`src/rtl/mem_master_pkg.sv`:
```
// Shared state type, read-buffer depth and read-credit helper for mem_master.
// The S_INIT state exists only when MEM_MASTER_INIT_EN is defined.
package mem_master_pkg;

    localparam int FIFO_DEPTH = 2;

`ifdef MEM_MASTER_INIT_EN
    typedef enum logic [2:0] {
        S_IDLE  = 3'd0,
        S_WR    = 3'd1,
        S_RD    = 3'd2,
        S_DRAIN = 3'd3,
        S_INIT  = 3'd4
    } state_t;
`else
    typedef enum logic [2:0] {
        S_IDLE  = 3'd0,
        S_WR    = 3'd1,
        S_RD    = 3'd2,
        S_DRAIN = 3'd3
    } state_t;
`endif

    // A new read may only be issued if its word is guaranteed a FIFO slot.
    function automatic logic read_credit_ok(input logic [1:0] fifo_count,
                                            input logic       inflight,
                                            input logic       pop);
        logic [2:0] occ;
        occ = {1'b0, fifo_count} + {2'b00, inflight} - {2'b00, pop};
        return (occ < 3'(FIFO_DEPTH));
    endfunction

endpackage

```
`src/rtl/mem_rd_skid.sv`:
```
// Two-entry valid/ready FIFO buffering RAM read data; flush empties it synchronously.
module mem_rd_skid
    import mem_master_pkg::*;
#(
    parameter int dataw = 16
) (
    input  logic             CLK,
    input  logic             flush,
    input  logic             in_valid,
    input  logic [dataw-1:0] in_data,
    output logic             out_valid,
    input  logic             out_ready,
    output logic [dataw-1:0] out_data,
    output logic [1:0]       count
);

    logic [dataw-1:0] mem_r [FIFO_DEPTH];
    logic             wr_ptr_r;
    logic             rd_ptr_r;
    logic [1:0]       count_r;
    logic             push_s;
    logic             pop_s;

    // Handshake decode and head-of-queue presentation.
    always_comb begin
        out_valid = (count_r != 2'd0);
        out_data  = mem_r[rd_ptr_r];
        count     = count_r;
        push_s    = in_valid && (count_r != 2'(FIFO_DEPTH));
        pop_s     = out_valid && out_ready;
    end

    // Pointer and occupancy tracking.
    always_ff @(posedge CLK) begin
        if (flush) begin
            wr_ptr_r <= 1'b0;
            rd_ptr_r <= 1'b0;
            count_r  <= 2'd0;
        end else begin
            wr_ptr_r <= wr_ptr_r ^ push_s;
            rd_ptr_r <= rd_ptr_r ^ pop_s;
            count_r  <= count_r + {1'b0, push_s} - {1'b0, pop_s};
        end
    end

    // Data storage needs no reset; occupancy alone decides validity.
    always_ff @(posedge CLK) begin
        if (push_s && !flush) begin
            mem_r[wr_ptr_r] <= in_data;
        end else begin
            mem_r[wr_ptr_r] <= mem_r[wr_ptr_r];
        end
    end

endmodule

```
`src/rtl/mem_master.sv`:
```
// Burst memory master: write bursts pass straight through, read bursts are credit-limited
// into a 2-entry buffer. Define MEM_MASTER_INIT_EN to zero the whole RAM after reset.
module mem_master
    import mem_master_pkg::*;
#(
    parameter int addrw = 10,
    parameter int dataw = 16,
    parameter int lenw  = 8
) (
    input  logic             CLK,
    input  logic             RST,
    input  logic             CMD_VALID,
    output logic             CMD_READY,
    input  logic             CMD_WRITE,
    input  logic [addrw-1:0] CMD_ADDR,
    input  logic [lenw-1:0]  CMD_LEN,
    input  logic [dataw-1:0] WDATA,
    input  logic             WDATA_VALID,
    output logic             WDATA_READY,
    output logic [dataw-1:0] RDATA,
    output logic             RDATA_VALID,
    input  logic             RDATA_READY,
    output logic             DONE,
    output logic             ENABLE,
    output logic             WRITE,
    output logic [addrw-1:0] ADDR,
    output logic [dataw-1:0] DATAIN,
    input  logic [dataw-1:0] DATAOUT
);

`ifdef MEM_MASTER_INIT_EN
    localparam state_t RESET_STATE = S_INIT;
`else
    localparam state_t RESET_STATE = S_IDLE;
`endif

    state_t           state_r;
    state_t           state_nx_s;
    logic [addrw-1:0] addr_r;
    logic [addrw-1:0] addr_nx_s;
    logic [lenw-1:0]  remain_r;
    logic [lenw-1:0]  remain_nx_s;
    logic             inflight_r;
    logic             issue_s;
    logic             pop_s;
    logic             fifo_valid_s;
    logic [1:0]       fifo_count_s;
    logic [dataw-1:0] fifo_data_s;

    // RAM data lands one cycle after the issue, so the issue flag delayed is the push.
    mem_rd_skid #(.dataw(dataw)) u_skid (
        .CLK       (CLK),
        .flush     (RST),
        .in_valid  (inflight_r),
        .in_data   (DATAOUT),
        .out_valid (fifo_valid_s),
        .out_ready (RDATA_READY),
        .out_data  (fifo_data_s),
        .count     (fifo_count_s)
    );

    // Next-state and RAM/handshake outputs; RST forces every output quiet.
    always_comb begin
        state_nx_s  = state_r;
        addr_nx_s   = addr_r;
        remain_nx_s = remain_r;
        CMD_READY   = 1'b0;
        WDATA_READY = 1'b0;
        ENABLE      = 1'b0;
        WRITE       = 1'b0;
        ADDR        = addr_r;
        DATAIN      = '0;
        DONE        = 1'b0;
        issue_s     = 1'b0;
        RDATA       = fifo_data_s;
        RDATA_VALID = fifo_valid_s;
        pop_s       = fifo_valid_s && RDATA_READY;
        if (RST) begin
            ADDR        = '0;
            RDATA_VALID = 1'b0;
            pop_s       = 1'b0;
        end else begin
            case (state_r)
                S_IDLE: begin
                    CMD_READY = 1'b1;
                    if (CMD_VALID) begin
                        addr_nx_s   = CMD_ADDR;
                        remain_nx_s = CMD_LEN;
                        state_nx_s  = CMD_WRITE ? S_WR : S_RD;
                    end else begin
                        state_nx_s = S_IDLE;
                    end
                end
                S_WR: begin
                    WDATA_READY = 1'b1;
                    ENABLE      = WDATA_VALID;
                    WRITE       = WDATA_VALID;
                    DATAIN      = WDATA;
                    if (WDATA_VALID) begin
                        addr_nx_s = addr_r + addrw'(1);
                        if (remain_r == '0) begin
                            DONE       = 1'b1;
                            state_nx_s = S_IDLE;
                        end else begin
                            remain_nx_s = remain_r - lenw'(1);
                        end
                    end else begin
                        state_nx_s = S_WR;
                    end
                end
                S_RD: begin
                    issue_s = read_credit_ok(fifo_count_s, inflight_r, pop_s);
                    ENABLE  = issue_s;
                    if (issue_s) begin
                        addr_nx_s = addr_r + addrw'(1);
                        if (remain_r == '0) begin
                            state_nx_s = S_DRAIN;
                        end else begin
                            remain_nx_s = remain_r - lenw'(1);
                        end
                    end else begin
                        state_nx_s = S_RD;
                    end
                end
                S_DRAIN: begin
                    // Burst ends when the final buffered word leaves and nothing is still in the RAM.
                    if (!inflight_r && (fifo_count_s == 2'd1) && pop_s) begin
                        DONE       = 1'b1;
                        state_nx_s = S_IDLE;
                    end else begin
                        state_nx_s = S_DRAIN;
                    end
                end
`ifdef MEM_MASTER_INIT_EN
                S_INIT: begin
                    ENABLE    = 1'b1;
                    WRITE     = 1'b1;
                    addr_nx_s = addr_r + addrw'(1);
                    if (addr_r == '1) begin
                        state_nx_s = S_IDLE;
                    end else begin
                        state_nx_s = S_INIT;
                    end
                end
`endif
                default: begin
                    state_nx_s = S_IDLE;
                end
            endcase
        end
    end

    // State, address, count and in-flight registers.
    always_ff @(posedge CLK) begin
        if (RST) begin
            state_r    <= RESET_STATE;
            addr_r     <= '0;
            remain_r   <= '0;
            inflight_r <= 1'b0;
        end else begin
            state_r    <= state_nx_s;
            addr_r     <= addr_nx_s;
            remain_r   <= remain_nx_s;
            inflight_r <= issue_s;
        end
    end

endmodule
```
`config.mk`:
```
export PLATFORM = sky130hd
export DESIGN_NAME = mem_master
export DESIGN_NICKNAME = d
export VERILOG_FILES = /design/src/rtl/mem_master_pkg.sv /design/src/rtl/mem_rd_skid.sv /design/src/rtl/mem_master.sv
export SDC_FILE = /design/constraint.sdc
export NUM_CORES = 1
export LEC_CHECK = 0
export BUFFER_PORTS_ARGS = -buffer_cell sky130_fd_sc_hd__buf_2
export CORE_ASPECT_RATIO = 1.75
export CORE_MARGIN = 2
export CORE_UTILIZATION = 30
export CTS_CLUSTER_SIZE = 10
export DETAILED_ROUTE_END_ITERATION = 10
export SLEW_MARGIN = 40
export SYNTH_ARGS = -nofsm -noshare
export SYNTH_HDL_FRONTEND = slang
export SYNTH_SLANG_ARGS = --single-unit
```
`constraint.sdc`:
```
create_clock -name CLK -period 2.6 [get_ports CLK]
set_input_delay 0.13 -clock CLK [delete_from_list [all_inputs] [get_ports CLK]]
set_output_delay 0.13 -clock CLK [all_outputs]
set_load 0.005 [all_outputs]
```
==> qor.csv, run 1 <==
stage;metric;value;unit
worst_hold_path;hold_depth;4;
worst_setup_path;start_kind;flop;
worst_setup_path;cpMaxStageDelayCell;fa_2;
drt;vias;2573;
timing;slew_headroom;0.488;
grt;antenna_found_initial;0;
logic_synthesis;synthSimpleGateAreaFrac;0.192;
timing;worst_pin_slew;768;ps
logic_synthesis;ys_seq_elements;57;
logic_synthesis;synthTopCellsByCount;32 x edfxtp_1, 25 x dfxtp_1, 22 x nand2_1, 21 x a21oi_1, 21 x and2_1;
clock_tree;post_cts_buffers;0;
power;finalPower;4690;uW
worst_setup_path;crit_cells;10;
power;irDropWorstVdd;0.524;mV
floorplanning;die_h;135;um
power;power_leakage;0.00176;uW
drt;firstDrtPassIters;4;
finish;num_antenna_cells;0;
clock_tree;cts_made_buffers;9;
clock_tree;cts_tree;yes;
logic_synthesis;syn_avg_cell_area;10.1;um^2
power;power.density;1130;mW/mm^2
placed_design;place_hpwl;5.46;mm
logic_synthesis;yosysMostFrequentCell;edfxtp_1;
placed_design;gp_congestion;0.817;
timing;final.setup.tns;0;ps
drt;routedWlPerCell;13.7;um
timing;finClkSkew;6.49;ps
logic_synthesis;synth_compound_area_frac;0.151;
floorplanning;die_w;79.1;um
drt;drt_iter0_markers;64;
logic_synthesis;synth_top_family_by_area;simple AND/OR/NAND/NOR gates;
floorplanning;die_area;0.0107;mm^2
logic_synthesis;synth_xor_area_frac;0.0118;
logic_synthesis;synthMuxAreaShare;0.0642;
finish;regArea;0.00146;mm^2
worst_setup_path;end_kind;flop;
clock_tree;root_buffer;clkbuf_16;
clock_tree;htreeDepth;3;
worst_setup_path;required;2840;ps
logic_synthesis;syn_area;0.00296;mm^2
logic_synthesis;synth_area_leaders;edfxtp_1 32%, dfxtp_1 17%, mux2_2 6.1%;
drt;routed_wirelength;7.49;mm
grt;grt_pass1_wl;11.9;mm
grt;grt_max_degree;28;
floorplanning;num_rows;48;
grt;grt_overflow_total;0;
floorplanning;start_util;0.305;
timing;finalHoldViolCount;0;
logic_synthesis;ys_seq_area_frac;0.493;
run;max_cap_violations;0;
timing;fin_crit;2390;ps
placed_design;port_buffers;103;
finish;multi_input_area;0.00141;mm^2
clock_tree;clkTransAtPathRegs;50;ps
drt;drtAntennaViolNets;0;
worst_setup_path;crit_family;compound AO/OA/AOI/OAI gates;
logic_synthesis;synth-main-ff-cell;edfxtp_1;
timing;fin_crit_sh;0.920;
finish;layout.nets;484;
finish;n_fill_cell;961;
logic_synthesis;yosysTopAreaCell;edfxtp_1;
floorplanning;core;0.00973;mm^2
worst_setup_path;crit_type;flop to flop;
worst_setup_path;slowest_delay;360;ps
worst_setup_path;cp.buffers_inverters;2;
grt;track_usage;0.143;
timing;rsz0062_at_grt;no;
timing;slew_viol_final;0;
finish;drive_above_1_share;0.372;
worst_setup_path;critPathMaxFanout;6;
logic_synthesis;synthesis.nets;360;
clock_tree;clock-sinks;57;
logic_synthesis;syn-instance-count;293;
logic_synthesis;synth_edf_count;32;
timing;setup_violations;0;
worst_setup_path;cp.arrival;2630;ps
worst_hold_path;holdCritPathClass;primary input to flop;
status;status;finished clean;
clock_tree;cts_buffer_depth;2;
finish;area_growth;40.6;%
floorplanning;io-pin-count;104;
logic_synthesis;ys_warn_count;0;
worst_setup_path;crit_chain;o21a_1, ha_1, inv_1, nand2_1, fa_2, xnor2_2, a21bo_2, and2_2, buf_4, a221oi_1;
clock_tree;clk_latency;330;ps
timing;max_freq;418;MHz
worst_setup_path;reg2reg_depth;10;
drt;drc_errors;0;
grt;grt_pass1_vias;2510;
logic_synthesis;synth_cell_type_count;51;
logic_synthesis;async_flop_share;0;
logic_synthesis;synthAdderAreaFrac;0.0490;
logic_synthesis;synth.top_cell.area_share;0.324;
drt;via_per_inst;4.70;
==> final cells by class <==
type                            count  share of cell area
Sequential cell                    57               0.351
Multi-Input combinational cell    207               0.339
Timing Repair Buffer              127               0.177
Clock buffer                       11              0.0583
Tap cell                          125              0.0375
Clock inverter                      5              0.0246
Inverter                           15              0.0135
==> cells by family after synthesis <==
logic type,after synthesis
AO/OA/AOI/OAI,69
buffers and inverters,29
adder cells (fa/ha/maj),11
flip-flops,57
multiplexers,17
XOR/XNOR,4
AND/OR/NAND/NOR,106
==> stage by stage <==
step | instances | cell area, um^2 | worst slack (ps) | utilization | hold slack [ps]
final | 547 | 4170 | 207 | 0.428 | 163
after global routing | 547 | 4170 | 21.2 | 0.428 | 164
after CTS | 547 | 4150 | 60.6 | 0.426 | 149
after detailed placement | 515 | 3640 | 147 | 0.374 | 322
after global placement | 515 | 3640 | 224 | 0.374 | 319
after floorplan | 293 | 2960 | 50.2 | - | 229
==> per-layer routing <==
metal  routed length, um  vias to the layer above  track usage
met5                   0                        -            0
met4                 136                        0       0.0632
met3                 396                       13       0.0413
met2                4030                       70        0.267
met1                2930                     1194        0.144
li1                    -                     1296            -
==> worst reg2reg max path, cell delays in order, from the launching register on <==
cell and delay, ps:
dfxtp_1 330, o21a_1 200, ha_1 270, inv_1 70, nand2_1 70, fa_2 360, xnor2_2 150, a21bo_2 240
and2_2 210, buf_4 160, a221oi_1 250
==> report_power, final <==
part | switching, uW | internal [uW]
Sequential | 186 | 1140
Combinational | 1090 | 918
Clock | 394 | 958
Total | 1670 | 3020
==> sequential cells by signal (all words and copies together) (netlist names) <==
register / count
u_skid.mem_r: 32
u_skid.rd_ptr_r: 1
inflight_r: 1
u_skid.count: 2
u_skid.wr_ptr_r: 1
state_r: 2
remain_r: 8
addr_r: 10
==> final timing paths <==
check / start / end / slack (ps)
worst max register to register: u_skid.count[0] / addr_r[0] / 210
worst min register to register: remain_r[6] / remain_r[6] / 480
worst min-delay path: CMD_ADDR[2] / addr_r[2] / 160
worst max-delay path: u_skid.count[0] / addr_r[0] / 210
==> placed cells by master, fill, tap and decap left out, types with 10 or more instances in the layout <==
| cell type | synthesis | layout |
|---|---|---|
| dlygate4sd3_1 | 0 | 16 |
| dfxtp_1 | 25 | 25 |
| a21oi_1 | 21 | 21 |
| nand2_1 | 22 | 22 |
| edfxtp_1 | 32 | 32 |
| nor2b_1 | 20 | 19 |
| o21ai_0 | 17 | 17 |
| ha_1 | 10 | 10 |
| inv_1 | 14 | 14 |
| nor2_1 | 14 | 13 |
| mux2_2 | 16 | 16 |
| buf_2 | 1 | 103 |
| and2_1 | 21 | 20 |
==> repair_timing <==
item / 4_1_cts / 5_1_grt
resized for setup: 0 / 5
hold endpoints to repair: 32 / 0
hold buffers: 16 / 0
setup endpoints to repair: 0 / 14
Power figures use the tool's default switching activity.
==> run 2: changes to the inputs <==
clock period = 3 ns   (was 2.6 ns; I/O delays follow)
==> qor.csv, run 2 (synthesized netlist as in run 1, its figures left out) <==
stage;metric;value;unit;change
status;status;finished clean;;unchanged
grt;grt_pass1_vias;2523;;was 2510
timing;finClkSkew;14.4;ps;was 6.49 ps
floorplanning;start_util;0.305;;unchanged
power;p_comb_frac;0.431;;was 0.428
power;finalPower;3900;uW;was 4690 uW
timing;setup_violations;0;;unchanged
drt;firstDrtPassIters;4;;unchanged
floorplanning;num_rows;48;;unchanged
worst_setup_path;reg2reg_from;u_skid.count[1];;was u_skid.count[0]
power;clkPwrFrac;0.272;;was 0.288
timing;fin_crit;2660;ps;
timing;finalHoldViolCount;0;;unchanged
worst_setup_path;end_kind;primary output;;was flop
drt;routed_wirelength;7.31;mm;was 7.49 mm
worst_setup_path;start_kind;flop;;unchanged
clock_tree;cts_buffer_depth;2;;unchanged
drt;drt_iter0_markers;66;;was 64
finish;area_growth;32.7;%;was 40.6%
clock_tree;clkTransAtPathRegs;50;ps;about the same
floorplanning;die_area;0.0107;mm^2;unchanged
worst_setup_path;crit_path_frequent_cell;o21a_1;;
clock_tree;clk_latency;330;ps;about the same
worst_setup_path;slowest_delay;460;ps;was 360 ps
timing;slew_headroom;0.486;;was 0.488
finish;final_cells;528;;was 547
drt;routedWlPerCell;13.8;um;was 13.7 um
finish;final_common_cell;buf_2;;unchanged
finish;layout.nets;465;;was 484
finish;largest_register;u_skid.mem_r;;unchanged
drt;drtAntennaViolNets;0;;unchanged
timing;final.setup.tns;0;ps;unchanged
timing;rsz0062_at_grt;no;;unchanged
finish;largestRegisters;u_skid.mem_r (32), addr_r (10), remain_r (8);;unchanged
power;irDropWorstVdd;0.381;mV;was 0.524 mV
power;power_leakage;0.00167;uW;was 0.00176 uW
timing;fin_crit_sh;0.887;;
timing;max_freq;376;MHz;
grt;grt_overflow_total;0;;unchanged
worst_setup_path;reg2reg_depth;11;;was 10
grt;antenna_found_initial;0;;unchanged
power;p_seq_frac;0.297;;was 0.284
drt;via_per_inst;4.73;;was 4.70
worst_hold_path;holdCritPathClass;primary input to flop;;unchanged
worst_setup_path;critPathMaxFanout;6;;unchanged
clock_tree;post_cts_buffers;0;;unchanged
power;p_switching;1440;uW;was 1670 uW
clock_tree;cts_made_buffers;9;;unchanged
worst_setup_path;cpMaxStageDelayCell;dfxtp_1;;was fa_2
floorplanning;die_w;79.1;um;unchanged
drt;vias;2497;;was 2573
finish;final_cell_mix;103 x buf_2, 32 x edfxtp_1, 25 x dfxtp_1;;unchanged
timing;worst_pin_slew;770;ps;was 768 ps
floorplanning;core;0.00973;mm^2;unchanged
placed_design;dp_cells;512;;was 515
run;max_cap_violations;0;;unchanged
clock_tree;root_buffer;clkbuf_16;;unchanged
worst_setup_path;crit_type;flop to primary output;;was flop to flop
floorplanning;die_h;135;um;unchanged
drt;drc_errors;0;;unchanged
finish;design_area;0.00393;mm^2;was 0.00417 mm^2
worst_setup_path;r2r_setup_slack;370;ps;was 210 ps
grt;grt_pass1_wl;11.8;mm;was 11.9 mm
grt;grt_max_degree;27;;was 28
finish;num_antenna_cells;0;;unchanged
finish;largest_reg_flops;32;;unchanged
clock_tree;cts_tree;yes;;unchanged
power;swShare;0.369;;was 0.356
placed_design;place_hpwl;5.43;mm;was 5.46 mm
floorplanning;io-pin-count;104;;unchanged
grt;track_usage;0.143;;about the same
power;power.density;992;mW/mm^2;was 1130 mW/mm^2
worst_setup_path;startpoint;u_skid.count[1];;was u_skid.count[0]
worst_setup_path;cp.arrival;2510;ps;was 2630 ps
worst_setup_path;required;2850;ps;was 2840 ps
worst_setup_path;reg2reg_to;remain_r[0];;was addr_r[0]
clock_tree;htreeDepth;3;;unchanged
clock_tree;clock-sinks;57;;unchanged
clock_tree;cts_resized;0;;unchanged
placed_design;gp_congestion;0.868;;was 0.817
placed_design;port_buffers;103;;unchanged
worst_setup_path;crit_chain;o21a_1, ha_1, inv_1, nand2_1, fa_1, xnor2_1, nand3_1, nor2_1, o21a_1, buf_2;;was o21a_1, ha_1, inv_1, nand2_1, fa_2, xnor2_2, a21bo_2, and2_2, buf_4, a221oi_1
placed_design;place_area;0.00362;mm^2;was 0.00364 mm^2
power;p_int;2460;uW;was 3020 uW
worst_setup_path;crit_end;ENABLE;;was addr_r[0]
clock_tree;ctsHoldBuffers;0;;was 16
finish;drive_above_1_share;0.372;;about the same
timing;slew_viol_final;0;;unchanged
==> run 2: cell types whose count changed in the layout (fill, tap and decap cells not counted), sizes merged <==
cell / change
dlygate4sd3: -16
buf: -3
bufinv: -1
clkbuf: -1
clkinv: +2
==> run 2: worst max-delay path: cells and delay by family, from the launching register on <==
| family | cells | cell delay (ps) |
|---|---|---|
| AOI/OAI and AO/OA | 2 | 340 |
| xor gates and xnor gates | 1 | 180 |
| adders and majority gates | 2 | 630 |
| buffers and inverters | 2 | 200 |
| DFF | 1 | 460 |
| and+or+nand+nor | 3 | 380 |
==> run 2: worst min path at each step <==
stage	cells after the start	slack [ps]	startpoint	endpoint
finish	1	10	DATAOUT[0]	u_skid.mem_r[0][0]
global placement	1	340	DATAOUT[6]	u_skid.mem_r[0][6]
CTS	1	0.3	DATAOUT[6]	u_skid.mem_r[0][6]
global route	1	5	DATAOUT[9]	u_skid.mem_r[1][9]
floorplan	0	250	DATAOUT[0]	u_skid.mem_r[0][0]
detailed placement	1	340	DATAOUT[6]	u_skid.mem_r[0][6]
==> run 2: per-stage QoR <==
| stage | worst slack (ps) | util | hold slack (ps) |
|---|---|---|---|
| 2_1_floorplan | 450 | - | 249 |
| 3_3_place_gp | 361 | 0.372 | 338 |
| 3_5_place_dp | 223 | 0.372 | 342 |
| 4_1_cts | 207 | 0.404 | 0.273 |
| 5_1_grt | 126 | 0.404 | 4.87 |
| 6_report | 338 | 0.404 | 12.6 |
==> run 2: area by class of cell <==
type	instances	area [um^2]
Clock inverter	6	82.6
Inverter	15	56.3
Fill cell	985	5800
Multi-Input combinational cell	207	1390
Sequential cell	57	1460
Clock buffer	10	229
Tap cell	125	156
Timing Repair Buffer	108	553
==> run 2: power groups by stage <==
stage | clock (uW) | sequential [uW] | combinational (uW)
2_1_floorplan | 0 | 1100 | 1270
3_3_place_gp | 0 | 1170 | 1640
4_1_cts | 1090 | 1160 | 1690
5_1_grt | 1120 | 1190 | 1900
6_report | 1060 | 1160 | 1680
3_5_place_dp | 0 | 1170 | 1680
==> run 2: routing by layer <==
| layer | wire length, um | GRT usage | up-vias |
|---|---|---|---|
| li1 | - | - | 1256 |
| met2 | 3940 | 0.255 | 82 |
| met3 | 387 | 0.0280 | 17 |
| met1 | 2820 | 0.151 | 1142 |
| met4 | 164 | 0.0881 | 0 |
| met5 | 0 | 0 | - |
==> run 3: changes to the inputs <==
RECOVER_POWER = 25   (was default)
==> qor.csv, run 3 (synthesized netlist as in run 1, its figures left out) <==
stage;metric;value;unit;change
status;status;finished clean;;unchanged
power;irDropWorstVdd;0.383;mV;was 0.381 mV
finish;num_antenna_cells;0;;unchanged
placed_design;place_hpwl;5.43;mm;unchanged
worst_setup_path;crit_type;flop to primary output;;unchanged
clock_tree;cts_resized;0;;unchanged
timing;finalHoldViolCount;0;;unchanged
timing;slew_headroom;0.486;;about the same
placed_design;place_ws;223;ps;unchanged
drt;drc_errors;0;;unchanged
placed_design;gp_congestion;0.868;;unchanged
clock_tree;cts_made_buffers;9;;unchanged
grt;grt_max_degree;27;;unchanged
drt;firstDrtPassIters;4;;unchanged
drt;via_per_inst;4.75;;was 4.73
clock_tree;cts_buffer_depth;2;;unchanged
finish;largestRegisters;u_skid.mem_r (32), addr_r (10), remain_r (8);;unchanged
finish;final_common_cell;buf_2;;unchanged
floorplanning;die_area;0.0107;mm^2;unchanged
grt;antenna_found_initial;0;;unchanged
run;max_cap_violations;0;;unchanged
timing;setup_violations;0;;unchanged
worst_setup_path;required;2850;ps;about the same
floorplanning;start_util;0.305;;unchanged
placed_design;port_buffers;103;;unchanged
finish;drive_above_1_share;0.352;;was 0.372
clock_tree;cts_tree;yes;;unchanged
timing;final.setup.tns;0;ps;unchanged
drt;drtAntennaViolNets;0;;unchanged
finish;area_growth;32.3;%;was 32.7%
finish;design_area;0.00392;mm^2;was 0.00393 mm^2
grt;track_usage;0.143;;unchanged
power;power_leakage;0.00164;uW;was 0.00167 uW
clock_tree;clkTransAtPathRegs;50;ps;about the same
timing;slew_viol_final;0;;unchanged
timing;worst_pin_slew;771;ps;was 770 ps
finish;final_cell_mix;94 x buf_2, 32 x edfxtp_1, 25 x dfxtp_1;;was 103 x buf_2, 32 x edfxtp_1, 25 x dfxtp_1
finish;largest_register;u_skid.mem_r;;unchanged
floorplanning;io-pin-count;104;;unchanged
finish;largest_reg_flops;32;;unchanged
grt;grt_pass1_vias;2523;;unchanged
grt;grt_pass1_wl;11.8;mm;unchanged
floorplanning;die_h;135;um;unchanged
floorplanning;num_rows;48;;unchanged
drt;drt_iter0_markers;71;;was 66
worst_hold_path;holdCritPathClass;primary input to flop;;unchanged
finish;final_core_util;0.403;;was 0.404
worst_setup_path;start_kind;flop;;unchanged
floorplanning;die_w;79.1;um;unchanged
timing;max_freq;376;MHz;about the same
power;power.density;994;mW/mm^2;was 992 mW/mm^2
clock_tree;clock-sinks;57;;unchanged
worst_setup_path;critPathMaxFanout;6;;unchanged
clock_tree;clk_latency;330;ps;about the same
timing;rsz0062_at_grt;no;;unchanged
drt;vias;2507;;was 2497
drt;routed_wirelength;7.32;mm;was 7.31 mm
worst_setup_path;end_kind;primary output;;unchanged
placed_design;place_area;0.00362;mm^2;unchanged
worst_setup_path;cp.arrival;2510;ps;about the same
timing;fin_crit_sh;0.887;;about the same
floorplanning;core;0.00973;mm^2;unchanged
clock_tree;root_buffer;clkbuf_16;;unchanged
clock_tree;ctsHoldBuffers;0;;unchanged
clock_tree;post_cts_buffers;0;;unchanged
timing;finClkSkew;11.4;ps;was 14.4 ps
finish;layout.nets;465;;unchanged
clock_tree;htreeDepth;3;;unchanged
grt;grt_overflow_total;0;;unchanged
drt;routedWlPerCell;13.9;um;was 13.8 um
timing;setup_ws;340;ps;was 338 ps
timing;fin_crit;2660;ps;about the same
==> run 3: path summary, 6_finish.rpt <==
kind                         from                 end  slack (ps)  depth (start not counted)
setup reg to reg  u_skid.count[1]         remain_r[0]         370                         11
setup / recovery  u_skid.count[1]              ENABLE         340                         10
hold reg to reg         addr_r[9]           addr_r[9]         490                          2
hold / removal         DATAOUT[9]  u_skid.mem_r[1][9]          10                          1
==> run 3: routing by layer <==
layer	vias to the layer above	GRT usage	wire (um)
li1	1258	-	-
met1	1155	0.151	2830
met2	76	0.255	3950
met3	18	0.0280	369
met4	0	0.0881	170
met5	-	0	0
==> run 3: power by group <==
| part | switching, uW | leakage [uW] | internal (uW) |
|---|---|---|---|
| sequential | 168 | 0.000494 | 992 |
| combinational | 929 | 0.000996 | 747 |
| clock | 342 | 0.000152 | 720 |
| total | 1440 | 0.00164 | 2460 |
==> run 3: per-stage QoR <==
| stage | hold slack [ps] | std cells | power [uW] |
|---|---|---|---|
| final | 12.0 | 528 | 3900 |
| after global routing | 4.87 | 528 | 4210 |
| after CTS | 0.273 | 528 | 3940 |
| after detailed placement | 342 | 512 | 2860 |
| after global placement | 338 | 512 | 2810 |
| after floorplan | 249 | 293 | 2380 |
==> run 3: cell type report <==
| type | instances | area, um^2 |
|---|---|---|
| well taps | 125 | 156 |
| multi-input cells | 207 | 1390 |
| flip-flops and latches | 57 | 1460 |
| clock buffers | 10 | 229 |
| repair buffers | 108 | 543 |
| inverters | 15 | 56.3 |
| fillers | 992 | 5810 |
| clock inverters | 6 | 82.6 |
==> run 3: critical path, cell delays in order (launching register included) <==
cell     delay [ps]
dfxtp_1         460
o21a_1          220
ha_1            250
inv_1            90
nand2_1          70
fa_1            380
xnor2_1         180
nand3_1         160
nor2_1          150
o21a_1          120
buf_2           110
